<file path="src/rtl/defuzz_centroid.sv">
// Centroid defuzzifier: one MAC per cycle over N_SETS singletons, then a serial restoring divide.
// Optional output slew limiting is enabled by defining DEFUZZ_RATE_LIMIT_EN.
module defuzz_centroid #(
  parameter int unsigned N_SETS   = 11,
  parameter int unsigned MU_W     = 8,
  parameter int unsigned DUTY_W   = 8,
  parameter logic [N_SETS*DUTY_W-1:0] CENTERS = {8'd255, 8'd229, 8'd204, 8'd178, 8'd153, 8'd127,
                                                 8'd102, 8'd76, 8'd51, 8'd25, 8'd0},
  parameter int unsigned MAX_STEP = 16
) (
  input  logic                     clk_i,
  input  logic                     rst_i,
  input  logic                     in_valid_i,
  output logic                     in_ready_o,
  input  logic [N_SETS*MU_W-1:0]   mu_vec_i,
  output logic                     out_valid_o,
  output logic [DUTY_W-1:0]        pwm_duty_o,
  output logic                     zero_fire_o
);

  localparam int unsigned NUM_W = MU_W + DUTY_W + $clog2(N_SETS);
  localparam int unsigned DEN_W = MU_W + $clog2(N_SETS);
  localparam int unsigned CNT_W = $clog2(N_SETS + DUTY_W);

  typedef enum logic [1:0] {StIdle, StAccum, StDivide, StDone} state_e;

  state_e                   state_q, state_d;
  logic [N_SETS*MU_W-1:0]   mu_q, mu_d;
  logic [NUM_W-1:0]         num_q, num_d;
  logic [DEN_W-1:0]         den_q, den_d;
  logic [NUM_W-1:0]         div_q, div_d;
  logic [DUTY_W-1:0]        quo_q, quo_d;
  logic [CNT_W-1:0]         idx_q, idx_d;
  logic [DUTY_W-1:0]        duty_q, duty_d;
  logic                     zero_q, zero_d;
  logic                     valid_q, valid_d;

  logic [MU_W-1:0]          mu_cur;
  logic [DUTY_W-1:0]        c_cur;
  logic [MU_W+DUTY_W-1:0]   prod;
  logic                     rem_ge;
  logic [DUTY_W-1:0]        next_duty;

  assign mu_cur = mu_q[idx_q*MU_W +: MU_W];
  assign c_cur  = CENTERS[idx_q*DUTY_W +: DUTY_W];
  assign prod   = mu_cur * c_cur;
  assign rem_ge = (num_q >= div_q);

`ifdef DEFUZZ_RATE_LIMIT_EN
  localparam logic signed [DUTY_W+1:0] MaxStepS = (DUTY_W+2)'(MAX_STEP);
  logic signed [DUTY_W+1:0] step;

  assign step = $signed({2'b00, quo_q}) - $signed({2'b00, duty_q});

  always_comb begin
    next_duty = quo_q;
    if (step > MaxStepS) begin
      next_duty = duty_q + DUTY_W'(MAX_STEP);
    end else if (step < -MaxStepS) begin
      next_duty = duty_q - DUTY_W'(MAX_STEP);
    end
  end
`else
  // MAX_STEP only matters when slew limiting is built in.
  logic unused_max_step;
  assign unused_max_step = ^MAX_STEP;
  assign next_duty       = quo_q;
`endif

  always_comb begin
    state_d    = state_q;
    mu_d       = mu_q;
    num_d      = num_q;
    den_d      = den_q;
    div_d      = div_q;
    quo_d      = quo_q;
    idx_d      = idx_q;
    duty_d     = duty_q;
    zero_d     = zero_q;
    valid_d    = 1'b0;
    in_ready_o = (state_q == StIdle);

    unique case (state_q)
      StIdle: begin
        if (in_valid_i) begin
          mu_d    = mu_vec_i;
          num_d   = '0;
          den_d   = '0;
          idx_d   = '0;
          state_d = StAccum;
        end
      end
      StAccum: begin
        num_d = num_q + NUM_W'(prod);
        den_d = den_q + DEN_W'(mu_cur);
        idx_d = idx_q + 1'b1;
        if (idx_q == CNT_W'(N_SETS - 1)) begin
          idx_d = '0;
          // Divisor pre-aligned to the quotient MSB; shifted right once per step.
          div_d   = NUM_W'(den_d) << (DUTY_W - 1);
          state_d = (den_d == '0) ? StDone : StDivide;
        end
      end
      StDivide: begin
        if (rem_ge) begin
          num_d = num_q - div_q;
        end
        quo_d = {quo_q[DUTY_W-2:0], rem_ge};
        div_d = div_q >> 1;
        idx_d = idx_q + 1'b1;
        if (idx_q == CNT_W'(DUTY_W - 1)) begin
          state_d = StDone;
        end
      end
      StDone: begin
        valid_d = 1'b1;
        state_d = StIdle;
        if (den_q == '0) begin
          zero_d = 1'b1;
        end else begin
          zero_d = 1'b0;
          duty_d = next_duty;
        end
      end
      default: state_d = StIdle;
    endcase
  end

  always_ff @(posedge clk_i) begin
    if (rst_i) begin
      state_q <= StIdle;
      mu_q    <= '0;
      num_q   <= '0;
      den_q   <= '0;
      div_q   <= '0;
      quo_q   <= '0;
      idx_q   <= '0;
      duty_q  <= '0;
      zero_q  <= 1'b0;
      valid_q <= 1'b0;
    end else begin
      state_q <= state_d;
      mu_q    <= mu_d;
      num_q   <= num_d;
      den_q   <= den_d;
      div_q   <= div_d;
      quo_q   <= quo_d;
      idx_q   <= idx_d;
      duty_q  <= duty_d;
      zero_q  <= zero_d;
      valid_q <= valid_d;
    end
  end

  assign out_valid_o = valid_q;
  assign pwm_duty_o  = duty_q;
  assign zero_fire_o = zero_q;

endmodule

</file>
<file path="config.mk">
export PLATFORM = sky130hd
export DESIGN_NAME = defuzz_centroid
export DESIGN_NICKNAME = d
export VERILOG_FILES = /design/src/rtl/defuzz_centroid.sv
export SDC_FILE = /design/constraint.sdc
export NUM_CORES = 1
export LEC_CHECK = 0
export BUFFER_PORTS_ARGS = -buffer_cell sky130_fd_sc_hd__buf_4
export CAP_MARGIN = 5
export CORE_MARGIN = 4
export CORE_UTILIZATION = 34
export DETAILED_ROUTE_END_ITERATION = 8
export PLACE_DENSITY_LB_ADDON = 0.2
export SYNTH_ARGS = -nofsm -noshare
export SYNTH_HDL_FRONTEND = slang
export SYNTH_SLANG_ARGS = --single-unit
export TNS_END_PERCENT = 1
</file>
<file path="constraint.sdc">
create_clock -name clk_i -period 16.7 [get_ports clk_i]
set_input_delay 3.34 -clock clk_i [delete_from_list [all_inputs] [get_ports clk_i]]
set_output_delay 3.34 -clock clk_i [all_outputs]
set_load 0.03 [all_outputs]
</file>
# Word-level counts from Yosys, hierarchy flattened
# Index checks and enable logic that the tools add are counted.
# totals
rom_bits	0
word_cells	58
n_memories	0
output_inout_bits	11
ff_bits	165
mem_bits_rw	0
latch_bits	0
# classes
addsub	4
div_mod_pow	0
bitwise	1
n_reduce_logical	13
mul	1
shift	2
eq_ne	9
mux	17
n_lt_le_gt_ge	1
# ops
cell	n
indexed part select 88 x 9 -> 8 bit	1
indexed part select 88 x 9 -> 8 bit, first input constant	1
two-way mux 20 bit	3
one-hot mux 20 bit (3 select lines)	1
one-hot mux 20 bit (2 select lines)	1
zero test 12 bit	2
one-hot mux 12 bit (2 select lines)	1
adder 20 x 16 -> 20 bit	1
>= comparator 20 bit	1
subtractor 20 bit	1
multiplier 8 x 8 -> 16 bit	1
one-hot mux 5 bit (3 select lines)	1
adder 12 x 8 -> 12 bit	1
two-way mux 12 bit	1
two-way mux 5 bit	2
AND reduction 2 bit	5
inequality test 2 bit, second input constant	4
one-hot mux 2 bit (4 select lines)	1
two-way mux 2 bit	3
AND reduction 3 bit	2
adder 5 x 1 -> 5 bit, second input constant	1
equality test 5 x 3 -> 1 bit, second input constant	1
equality test 5 x 4 -> 1 bit, second input constant	1
equality test 2 bit, second input constant	2
6 further kinds	9

# Logic depth before layout (Yosys ltp)
# Gate-level depths: netlist of the first run.
# logic_depth
word_depth	6
mapped_depth	28
mapped_depth_nobuf	26

# Least setup slack after synthesis of the first run
# No wires, ideal clock.
# synth_timing
kind	reg2reg
from	register idx_q[0]
to	register num_q[19]
setup_time_ns	0.086
path_buffers	2
setup_slack_ns	10.911
synth_period_minus_slack_ns	5.789
stages_incl_launch_ff	24
required_ns	16.614
t_arrival_ns	5.704
path_cell_list	dfxtp_1 buf_4 buf_4 inv_1 ha_1 inv_1 a211oi_1 nand2_1 fa_1 inv_1 fa_1 inv_1 fa_1 fa_1 inv_1 ha_1 o21ai_1 a21oi_1 o311ai_2 a21boi_2 o41ai_1 nor2b_1 mux2i_1 a211oi_1
# synth_between
elab_chain_len	4
# synth_lines
element	line	text
from (decl)	33	logic [CNT_W-1:0] idx_q, idx_d;
from (signal assigned)	148	idx_q <= idx_d;
indexed part select 88 x 9 -> 8 bit (on tied branches)	44, 45	
multiplier 8 x 8 -> 16 bit (*)	46	assign prod = mu_cur * c_cur;
adder 20 x 16 -> 20 bit (*)	94	num_d = num_q + NUM_W'(prod);
one-hot mux 20 bit (3 select lines) (*)	83	unique case (state_q)
to (signal assigned)	144	num_q <= num_d;
to (decl)	29	logic [NUM_W-1:0] num_q, num_d;
# Mark *: on every way between the ends. The rest lies on a longest branch, timed or not.
# A chain may end at the register's enable or synchronous reset.

# Worst setup path in the final report of the first run
# Ends and elaborated chain as after synthesis.

==> results of run 1 <==
tightest hold or removal path, stage by stage, from the launching register on:
cell and delay [ns]:
dfxtp_1 0.31, nand2_1 0.05, a21oi_1 0.05
final cells by class:
class	instances	area [sq um]	share of cell area, %
clock buffers	18	439	3.40
clock inverters	14	160	1.24
multi-input cells	1019	7110	55.1
flip-flops and latches	164	3280	25.4
well taps	442	553	4.28
repair buffers	111	833	6.46
inverters	140	526	4.07
stage by stage:
| stage | std cells | utilization, % | hold slack (ns) | total power [mW] |
|---|---|---|---|---|
| 6_report | 1908 | 39.7 | 0.454 | 1.53 |
| 5_1_grt | 1908 | 39.7 | 0.476 | 1.64 |
| 4_1_cts | 1908 | 39.7 | 0.454 | 1.55 |
| 2_1_floorplan | 1388 | - | 0.432 | 0.968 |
| 3_5_place_dp | 1876 | 37.8 | 0.445 | 1.14 |
| 3_3_place_gp | 1876 | 37.8 | 0.441 | 1.14 |
power groups by stage:
| stage | logic [mW] | clock network [mW] | registers (mW) |
|---|---|---|---|
| after floorplan | 0.486 | 0 | 0.482 |
| after global placement | 0.643 | 0 | 0.501 |
| after detailed placement | 0.643 | 0 | 0.502 |
| after CTS | 0.647 | 0.407 | 0.493 |
| after global routing | 0.717 | 0.422 | 0.501 |
| final | 0.643 | 0.398 | 0.492 |
registers in the layout, summed over array words and instances, names as in the netlist:
name	count
den_q	12
next_duty	8
div_q	19
num_q	20
state_q	2
mu_q	88
zero_fire_o	1
idx_q	5
out_valid_o	1
pwm_duty_o	8
cells by family after synthesis:
group                      Yosys count  share of synthesized area (%)
and+or+nand+nor                    479                           18.5
muxes                               58                           6.26
buffers and inverters              205                           7.30
xor gates and xnor gates            33                           2.58
DFF                                164                           29.3
adders and majority gates          129                           17.9
AOI/OAI and AO/OA                  320                           18.2
how the worst max path moves through the flow:
stage / from / endpoint / slack [ns] / cells past startpoint
floorplan: idx_q[0] / num_q[19] / 10.91 / 23
global placement: idx_q[0] / num_q[19] / 9.81 / 21
detailed placement: idx_q[0] / num_q[19] / 9.68 / 21
CTS: idx_q[0] / num_q[19] / 9.66 / 21
global route: idx_q[0] / num_q[19] / 9.10 / 21
finish: idx_q[0] / num_q[19] / 9.65 / 21
Yosys cell counts, drive strengths merged (15+ instances only):
| cell type | count | area (sq um) |
|---|---|---|
| buf | 18 | 116 |
| fa | 52 | 1040 |
| xnor2 | 21 | 184 |
| o22ai | 17 | 106 |
| nor3 | 24 | 125 |
| nand2 | 246 | 923 |
| inv | 140 | 526 |
| a21oi | 137 | 704 |
| o21ai | 49 | 249 |
| a22oi | 33 | 298 |
| nand2b | 15 | 93.8 |
| clkbuf | 47 | 176 |
| dfxtp | 164 | 3280 |
| nor2b | 21 | 139 |
| mux2i | 33 | 330 |
| nor2 | 131 | 494 |
| ha | 77 | 963 |
| a211oi | 17 | 128 |
| mux2 | 17 | 191 |
routing by layer:
layer / wire length, um / track usage (%)
met2: 14200 / 27.9
met4: 425 / 4.23
met1: 14800 / 23.8
met3: 845 / 2.51
met5: 0 / 0
==> qor.csv, run 1 <==
metric,value,unit
remaining global-route overflow,0,
slowest CP cell,dfxtp_2,
Synth Register Bits,164,
number of global-route vias before repair,9492,
quantity of gates resized following cts,0,
R2R depth,21,
number of remaining DRC errors,0,
worst-skew pair later-pin latency,0.45,ns
cts bufs inserted,17,
"delay-heaviest family, CP",adder cells,
DR WL/cell,15.9,um
post-detail-place hpwl,23.2,mm
cells after synthesis,1388,
antenna-violating nets left,0,
"EDFF count, synth",0,
Net Sw Power,0.649,mW
Final nets,1673,
Routed WL,30.3,mm
Slew Limit Fails,0,
crit path cell chain,inv_1 -> ha_1 -> inv_1 -> a211oi_1 -> nand2_1 -> fa_1 -> inv_1 -> fa_1 -> inv_1 -> fa_1 -> fa_1 -> inv_1 -> ha_1 -> o21ai_1 -> a21oi_1 -> o311ai_2 -> a21boi_2 -> o41ai_1 -> nor2b_1 -> mux2i_1 -> a211oi_1,
Setup WS post-layout,9.65,ns
routability cong.,0.869,
Starting Density,34.5,%
hold path endpoint,mu_q[64],
final worst path period share,42.2,%
r2r endpoint,num_q[19],
first-pass GRT wire length,49.6,mm
Hold Buf Count CTS,0,
CTS tree,built,
leakage power,5.41,nW
Syn Area/Cell,8.08,sq um
H-tree Lvls,4,
# Max-Cap Violations,0,
Internal,0.884,mW
RSZ-0062 raised after global routing,no,
Initial DRT Pass Iterations,5,
"IR drop worst, VDD",0.100,mV
most numerous cell on the critical path,inv_1,
post-synthesis cell type count,74,
hold depth,2,
clock root buffer master,clkbuf_16,
r2r setup slk,9.65,ns
Clock transition at path regs,0.08,ns
I/O Buffers,101,
element type at the critical path end,register,
CORE AREA,32500,sq um
layout cell share with drive strength beyond 1,14.1,%
min-delay src,mu_q[64],
Fin Setup TNS,0,ns
Critical Path Source Type,register,
Rel. slew slack,12.8,%
CP Class,reg2reg,
Worst path max stage delay,0.95,ns
Reg-to-Reg Start,idx_q[0],
Detailed Route Iter0 Violations,690,
sw frac,42.3,%
Final Hold Fails,0,
Max Fclk,0.142,GHz
cell area after placement,12300,sq um
worst path arrival time,7.41,ns
"Seq/Total Area, Yosys",29.3,%
Critical Path RT,17.06,ns
worst slew pin tran,1.30,ns
P&R area growth vs syn,15.1,%
antenna violations before repair,0,
asr flop ratio synth,0,%
I/O pin cnt,102,
Seq pwr share,32.1,%
WP buf/inv,5,
vias per cell,4.99,
Setup Viol. Count Final,0,
most frequent cells in the layout,"nand2_1, dfxtp_1, inv_1, a21oi_1, nor2_1",
clk sinks,164,
yosys warns,0,
Post-Syn Nets,1608,
Post-Route Skew,0.0150,ns
DR vias,9517,
DIE AREA,35900,sq um
Placement Setup Slack,9.68,ns
design area,12900,sq um
largest net degree at the start of global routing,89,
largest fanout on the critical path,39,
minimum clock period,7.05,ns
Die H,190,um
Main synth FF type,dfxtp_1,
Fillers,3419,
"commonest non-fill, non-tap cell in the layout",nand2_1,
diode count,0,
Comb pwr share,41.9,%
cell row count,66,
Power per Cell Area,119,nW/um^2
Post-CTS Setup Repair Bufs,0,
GRT Util Overall,17.0,%
Clk pwr share,26.0,%
status,completed,
Die W,190,um
Netlist Area Pre-Place,11200,sq um
clk buf depth,2,
Hold Path Class,reg2reg,
No activity file was read; power rests on OpenSTA's default activity.
==> inputs of run 2 (changes only) <==
Clock period 16.7 ns to 6.3 ns, I/O delays scaled along.
==> run 2 against run 1 <==
Effect of this change: fmax rose by 19%; highest routed layer unchanged; combinational power grew to 2.8 times the previous value; register-to-register slack worse by 9.3 ns; largest cell class unchanged; final cell count grew 1.2%; largest power group unchanged.
==> qor.csv, run 2 (synthesis gave the netlist of run 1 again) <==
metric,value,unit,change
leakage power,5.50,nW,+1.7%
fin cells,1930,,+1.2%
Max Fclk,0.169,GHz,+19%
diode count,0,,unchanged
CORE AREA,32500,sq um,unchanged
first-pass GRT wire length,50.3,mm,+1.3%
remaining global-route overflow,0,,unchanged
R2R depth,21,,unchanged
Fin Setup TNS,0,ns,unchanged
Routed WL,30.7,mm,+1.3%
"delay-heaviest family, CP",adder cells,,
largest fanout on the critical path,31,,-21%
Seq. cell area,3280,sq um,unchanged
DIE AREA,35900,sq um,unchanged
Net Sw Power,1.69,mW,+160%
worst-skew pair later-pin latency,0.44,ns,about the same
Clk pwr share,25.0,%,-1.0 points
routability cong.,0.881,,+1.4%
Reg-to-Reg Start,idx_q[0],,
DR WL/cell,15.9,um,+0.17%
slowest CP cell,fa_1,,
most flop-heavy register,mu_q,,
Detailed Route Iter0 Violations,666,,-3.5%
hold depth,2,,unchanged
WP buf/inv,4,,-1
Setup Viol. Count Final,0,,unchanged
CP Class,reg2reg,,
cts bufs inserted,17,,unchanged
Worst path max stage delay,0.56,ns,-0.39 ns
cell row count,66,,unchanged
antenna-violating nets left,0,,unchanged
largest net degree at the start of global routing,103,,+16%
clk buf depth,2,,unchanged
Post-CTS Setup Repair Bufs,0,,unchanged
area of the multi-input gates,7160,sq um,+0.65%
number of remaining DRC errors,0,,unchanged
post-detail-place hpwl,23.4,mm,+0.81%
P&R area growth vs syn,16.9,%,
sw frac,41.4,%,-0.89 points
antenna violations before repair,0,,unchanged
WP depth,21,,unchanged
Util after Layout,40.3,%,+0.60 points
element type at the critical path end,register,,
number of global-route vias before repair,9546,,+0.57%
r2r endpoint,num_q[18],,
I/O pin cnt,102,,unchanged
crit path cell chain,buf_12 -> mux4_2 -> o221ai_1 -> nand2_1 -> buf_4 -> nor2b_1 -> fa_1 -> fa_1 -> inv_1 -> fa_1 -> fa_1 -> inv_1 -> ha_1 -> a21oi_1 -> o21ai_0 -> nor3_1 -> a211oi_2 -> a31oi_1 -> nor4b_1 -> o21ai_0 -> o21ai_0,,
clk sinks,164,,unchanged
# Max-Cap Violations,0,,unchanged
GRT Util Overall,17.3,%,+0.23 points
Die H,190,um,unchanged
vias per cell,4.98,,-0.26%
min-delay src,mu_q[32],,
Slew Limit Fails,0,,unchanged
worst slew pin tran,1.10,ns,-0.199 ns
Hold Path Class,reg2reg,,
hold path endpoint,mu_q[32],,
biggest registers after layout,"mu_q: 88 flops, num_q: 20 flops, div_q: 19 flops",,
Crit. Startpoint,idx_q[0],,
Setup WS post-layout,0.388,ns,-9.26 ns
clock root buffer master,clkbuf_16,,
"IR drop worst, VDD",0.289,mV,+190%
layout cell share with drive strength beyond 1,15.7,%,+1.7 points
Critical Path RT,6.61,ns,-10.45 ns
most frequent cells in the layout,"nand2_1, dfxtp_1, inv_1, a21oi_1, buf_4",,
I/O Buffers,101,,unchanged
RSZ-0062 raised after global routing,no,,
placed instance count,1898,,+1.2%
Comb pwr share,43.4,%,+1.5 points
H-tree Lvls,4,,unchanged
Post-Route Skew,0.0163,ns,+0.00137 ns
DR vias,9602,,+0.89%
Final Hold Fails,0,,unchanged
status,completed,,
Fillers,3419,,unchanged
"commonest non-fill, non-tap cell in the layout",nand2_1,,
Critical Path Source Type,register,,
Final nets,1695,,+1.3%
Internal,2.39,mW,+170%
Initial DRT Pass Iterations,5,,unchanged
final worst path period share,93.8,%,+52 points
CTS tree,built,,
Largest register FFs,88,,unchanged
Die W,190,um,unchanged
Design Power,4.08,mW,+170%
worst path arrival time,6.23,ns,-1.18 ns
Power per Cell Area,311,nW/um^2,+160%
Placement Setup Slack,0.261,ns,-9.42 ns
Starting Density,34.5,%,unchanged
Clock transition at path regs,0.07,ns,about the same
Rel. slew slack,26.8,%,+14 points
r2r setup slk,0.39,ns,-9.26 ns
minimum clock period,5.91,ns,-1.14 ns
Seq pwr share,31.6,%,-0.5 points
most numerous cell on the critical path,fa_1,,
## run 2: layout make-up
cell class | instances | share of cell area (%)
Multi-Input combinational cell | 1019 | 54.6
Tap cell | 442 | 4.22
Sequential cell | 164 | 25.1
Inverter | 140 | 4.01
Timing Repair Buffer | 133 | 7.74
Clock inverter | 12 | 0.917
Clock buffer | 20 | 3.41
## run 2: what timing repair did
| item | in CTS | in global routing |
|---|---|---|
| gates resized for setup | 0 | 10 |
| setup endpoints to repair | 0 | 5 |
| hold buffers | 0 | 0 |
## run 2: how the worst max path moves through the flow
stage / endpoint / slack [ns]
after CTS: num_q[19] / 0.22
after detailed placement: num_q[19] / 0.26
after global placement: num_q[18] / 0.32
final: num_q[18] / 0.39
after floorplan: num_q[19] / 0.51
after global routing: num_q[18] / 0.009
## run 2: per-stage QoR
step	instance area, sq um	hold slack, ns
2_1_floorplan	11200	0.432
3_3_place_gp	12500	0.442
3_5_place_dp	12500	0.445
4_1_cts	13100	0.454
5_1_grt	13100	0.470
6_report	13100	0.451
## run 2: power groups by stage
stage / Combinational (mW) / Sequential [mW] / Clock, mW
after floorplan: 1.29 / 1.28 / 0
after global routing: 1.97 / 1.31 / 1.08
after CTS: 1.77 / 1.29 / 1.04
final: 1.77 / 1.29 / 1.02
after detailed placement: 1.76 / 1.31 / 0
after global placement: 1.74 / 1.31 / 0
## run 2: tightest hold or removal path: stages, from the launching register on
cell and delay (ns):
dfxtp_1 0.31, nand2_1 0.05, a21oi_1 0.05
## run 2: per-layer routing
metal	vias to the layer above	share of wire (%)	track usage, %
met5	-	0	0
met4	0	1.4	4.09
met3	31	3.0	1.98
met2	164	47	28.0
met1	4575	49	24.8
li1	4832	-	-
==> inputs of run 3 (changes only) <==
Clock period 6.3 ns to 5.8 ns, I/O delays scaled along.
==> run 3 against run 2 <==
Effect of this change: combinational power up 18%; critical path depth is 5 higher; sequential share of layout area fell by 1.8 points; sequential power is 9% higher; largest power group unchanged; final cell count rose by 3.8%; first-iteration DRC count is 13% lower; via count grew 3.4%; largest cell class unchanged.
==> qor.csv, run 3 (synthesis gave the netlist of run 1 again) <==
metric,value,unit,change
Fillers,3356,,-1.8%
Comb pwr share,45.6,%,+2.2 points
# Max-Cap Violations,0,,unchanged
worst-skew pair later-pin latency,0.44,ns,about the same
Util after Layout,43.5,%,+3.2 points
largest fanout on the critical path,10,,-68%
remaining global-route overflow,0,,unchanged
Clk pwr share,23.9,%,-1.1 points
worst path arrival time,6.01,ns,-0.22 ns
Routed WL,31.3,mm,+1.8%
routability cong.,0.853,,-3.1%
P&R area growth vs syn,26.2,%,
Die W,190,um,unchanged
cell row count,66,,unchanged
clock root buffer master,clkbuf_16,,
first-pass GRT wire length,50.4,mm,+0.32%
leakage power,5.97,nW,+8.6%
final worst path period share,97.4,%,+3.5 points
Seq pwr share,30.5,%,-1.1 points
Max Fclk,0.177,GHz,+4.7%
Largest register FFs,88,,unchanged
fin cells,2004,,+3.8%
Power per Cell Area,325,nW/um^2,+4.4%
most frequent cells in the layout,"nand2_1, buf_4, dfxtp_1, a21oi_1, inv_1",,
clk sinks,164,,unchanged
most flop-heavy register,mu_q,,
hold depth,2,,unchanged
clk buf depth,2,,unchanged
Starting Density,34.5,%,unchanged
antenna-violating nets left,0,,unchanged
R2R depth,26,,+24%
"IR drop worst, VDD",0.275,mV,-4.6%
element type at the critical path end,register,,
CTS tree,built,,
Rel. slew slack,35.9,%,+9.1 points
Net Sw Power,1.90,mW,+12%
Critical Path RT,6.16,ns,-0.45 ns
I/O pin cnt,102,,unchanged
Critical Path Source Type,register,,
Final Hold Fails,0,,unchanged
Detailed Route Iter0 Violations,580,,-13%
I/O Buffers,101,,unchanged
worst slew pin tran,0.962,ns,-0.136 ns
post-detail-place hpwl,23.8,mm,+1.8%
CORE AREA,32500,sq um,unchanged
Final nets,1769,,+4.4%
Die H,190,um,unchanged
DR WL/cell,15.6,um,-1.9%
r2r setup slk,0.15,ns,-0.24 ns
Setup Viol. Count Final,0,,unchanged
biggest registers after layout,"mu_q: 88 flops, num_q: 20 flops, div_q: 19 flops",,
H-tree Lvls,4,,unchanged
minimum clock period,5.65,ns,-0.265 ns
Hold Path Class,reg2reg,,
DIE AREA,35900,sq um,unchanged
antenna violations before repair,0,,unchanged
diode count,0,,unchanged
Clock transition at path regs,0.07,ns,about the same
status,completed,,
Initial DRT Pass Iterations,6,,+1
"commonest non-fill, non-tap cell in the layout",nand2_1,,
Post-Route Skew,0.0142,ns,-0.00216 ns
number of global-route vias before repair,9778,,+2.4%
RSZ-0062 raised after global routing,yes,,
cts bufs inserted,17,,unchanged
Internal,2.70,mW,+13%
vias per cell,4.96,,-0.40%
number of remaining DRC errors,0,,unchanged
layout cell share with drive strength beyond 1,25.1,%,+9.4 points
GRT Util Overall,17.3,%,+0.058 points
placed instance count,1949,,+2.7%
DR vias,9930,,+3.4%
largest net degree at the start of global routing,89,,-14%
CP Class,reg2reg,,
Hold Buf Count CTS,0,,unchanged
Design Power,4.60,mW,+13%
area of the multi-input gates,7590,sq um,+6.0%
Slew Limit Fails,0,,unchanged
Seq. cell area,3290,sq um,+0.15%
sw frac,41.3,%,-0.19 points
## run 3: changes by cell type in the layout (fill, tap and decap cells not counted), moves of 8 or more
cell,delta
inv_2,+12
buf_4,+64
o21ai_0,-11
ha_4,+8
buf_6,+8
o22ai_2,+8
nor2_1,-11
o22ai_1,-8
ha_1,-8
inv_1,-15
## run 3: cell type report
cell class | instances | area share [%]
Clock buffer | 19 | 3.06
Clock inverter | 13 | 0.867
Inverter | 140 | 3.78
Multi-Input combinational cell | 1019 | 53.6
Sequential cell | 164 | 23.3
Tap cell | 442 | 3.91
Timing Repair Buffer | 207 | 11.5
## run 3: layer usage
metal	GRT usage (%)	routed length [um]	vias to the layer above
li1	-	-	4985
met1	24.1	15000	4775
met2	28.7	14900	137
met3	2.50	885	33
met4	3.92	404	0
met5	0	0	-
## run 3: worst paths after layout
path                  from         to
setup reg to reg  idx_q[0]  num_q[19]
hold reg to reg   mu_q[26]   mu_q[26]
hold / removal    mu_q[26]   mu_q[26]
setup / recovery  idx_q[0]  num_q[19]
## run 3: per-stage QoR
step | cell area, sq um | setup WS [ns] | TNS, ns | hold WS (ns)
3_5_place_dp | 12900 | -0.196 | -0.672 | 0.444
4_1_cts | 13500 | 0.0115 | 0 | 0.454
3_3_place_gp | 12900 | -0.176 | -0.542 | 0.439
6_report | 14100 | 0.153 | 0 | 0.454
2_1_floorplan | 11200 | 0.0107 | 0 | 0.432
5_1_grt | 14100 | -0.146 | -0.353 | 0.469
## run 3: timing repair
item                                    CTS  global route
buffers inserted                          1            21
cloned                                    0             1
endpoints found under the setup margin    6             9
pin swaps                                 2            48
resized for setup                        13           123
## run 3: critical path: stages, from the launching register on
cell	delay, ns
dfxtp_4	0.38
buf_12	0.14
buf_8	0.14
mux2i_1	0.15
a31oi_1	0.31
o221ai_4	0.18
nand2_2	0.10
buf_4	0.12
buf_4	0.14
nand2_2	0.06
fa_1	0.53
inv_1	0.06
fa_1	0.50
fa_1	0.54
inv_1	0.05
fa_1	0.52
inv_1	0.06
ha_4	0.26
o21a_1	0.12
o311ai_2	0.08
buf_4	0.17
a21boi_2	0.06
o41ai_2	0.30
buf_4	0.19
nor2b_4	0.04
mux2i_1	0.11
a211oi_1	0.24
## run 3: power groups by stage
stage	clock network, mW	registers [mW]	logic [mW]
global placement	0	1.42	1.95
global route	1.17	1.42	2.32
floorplan	0	1.39	1.40
CTS	1.12	1.40	1.98
detailed placement	0	1.43	1.95
finish	1.10	1.40	2.09
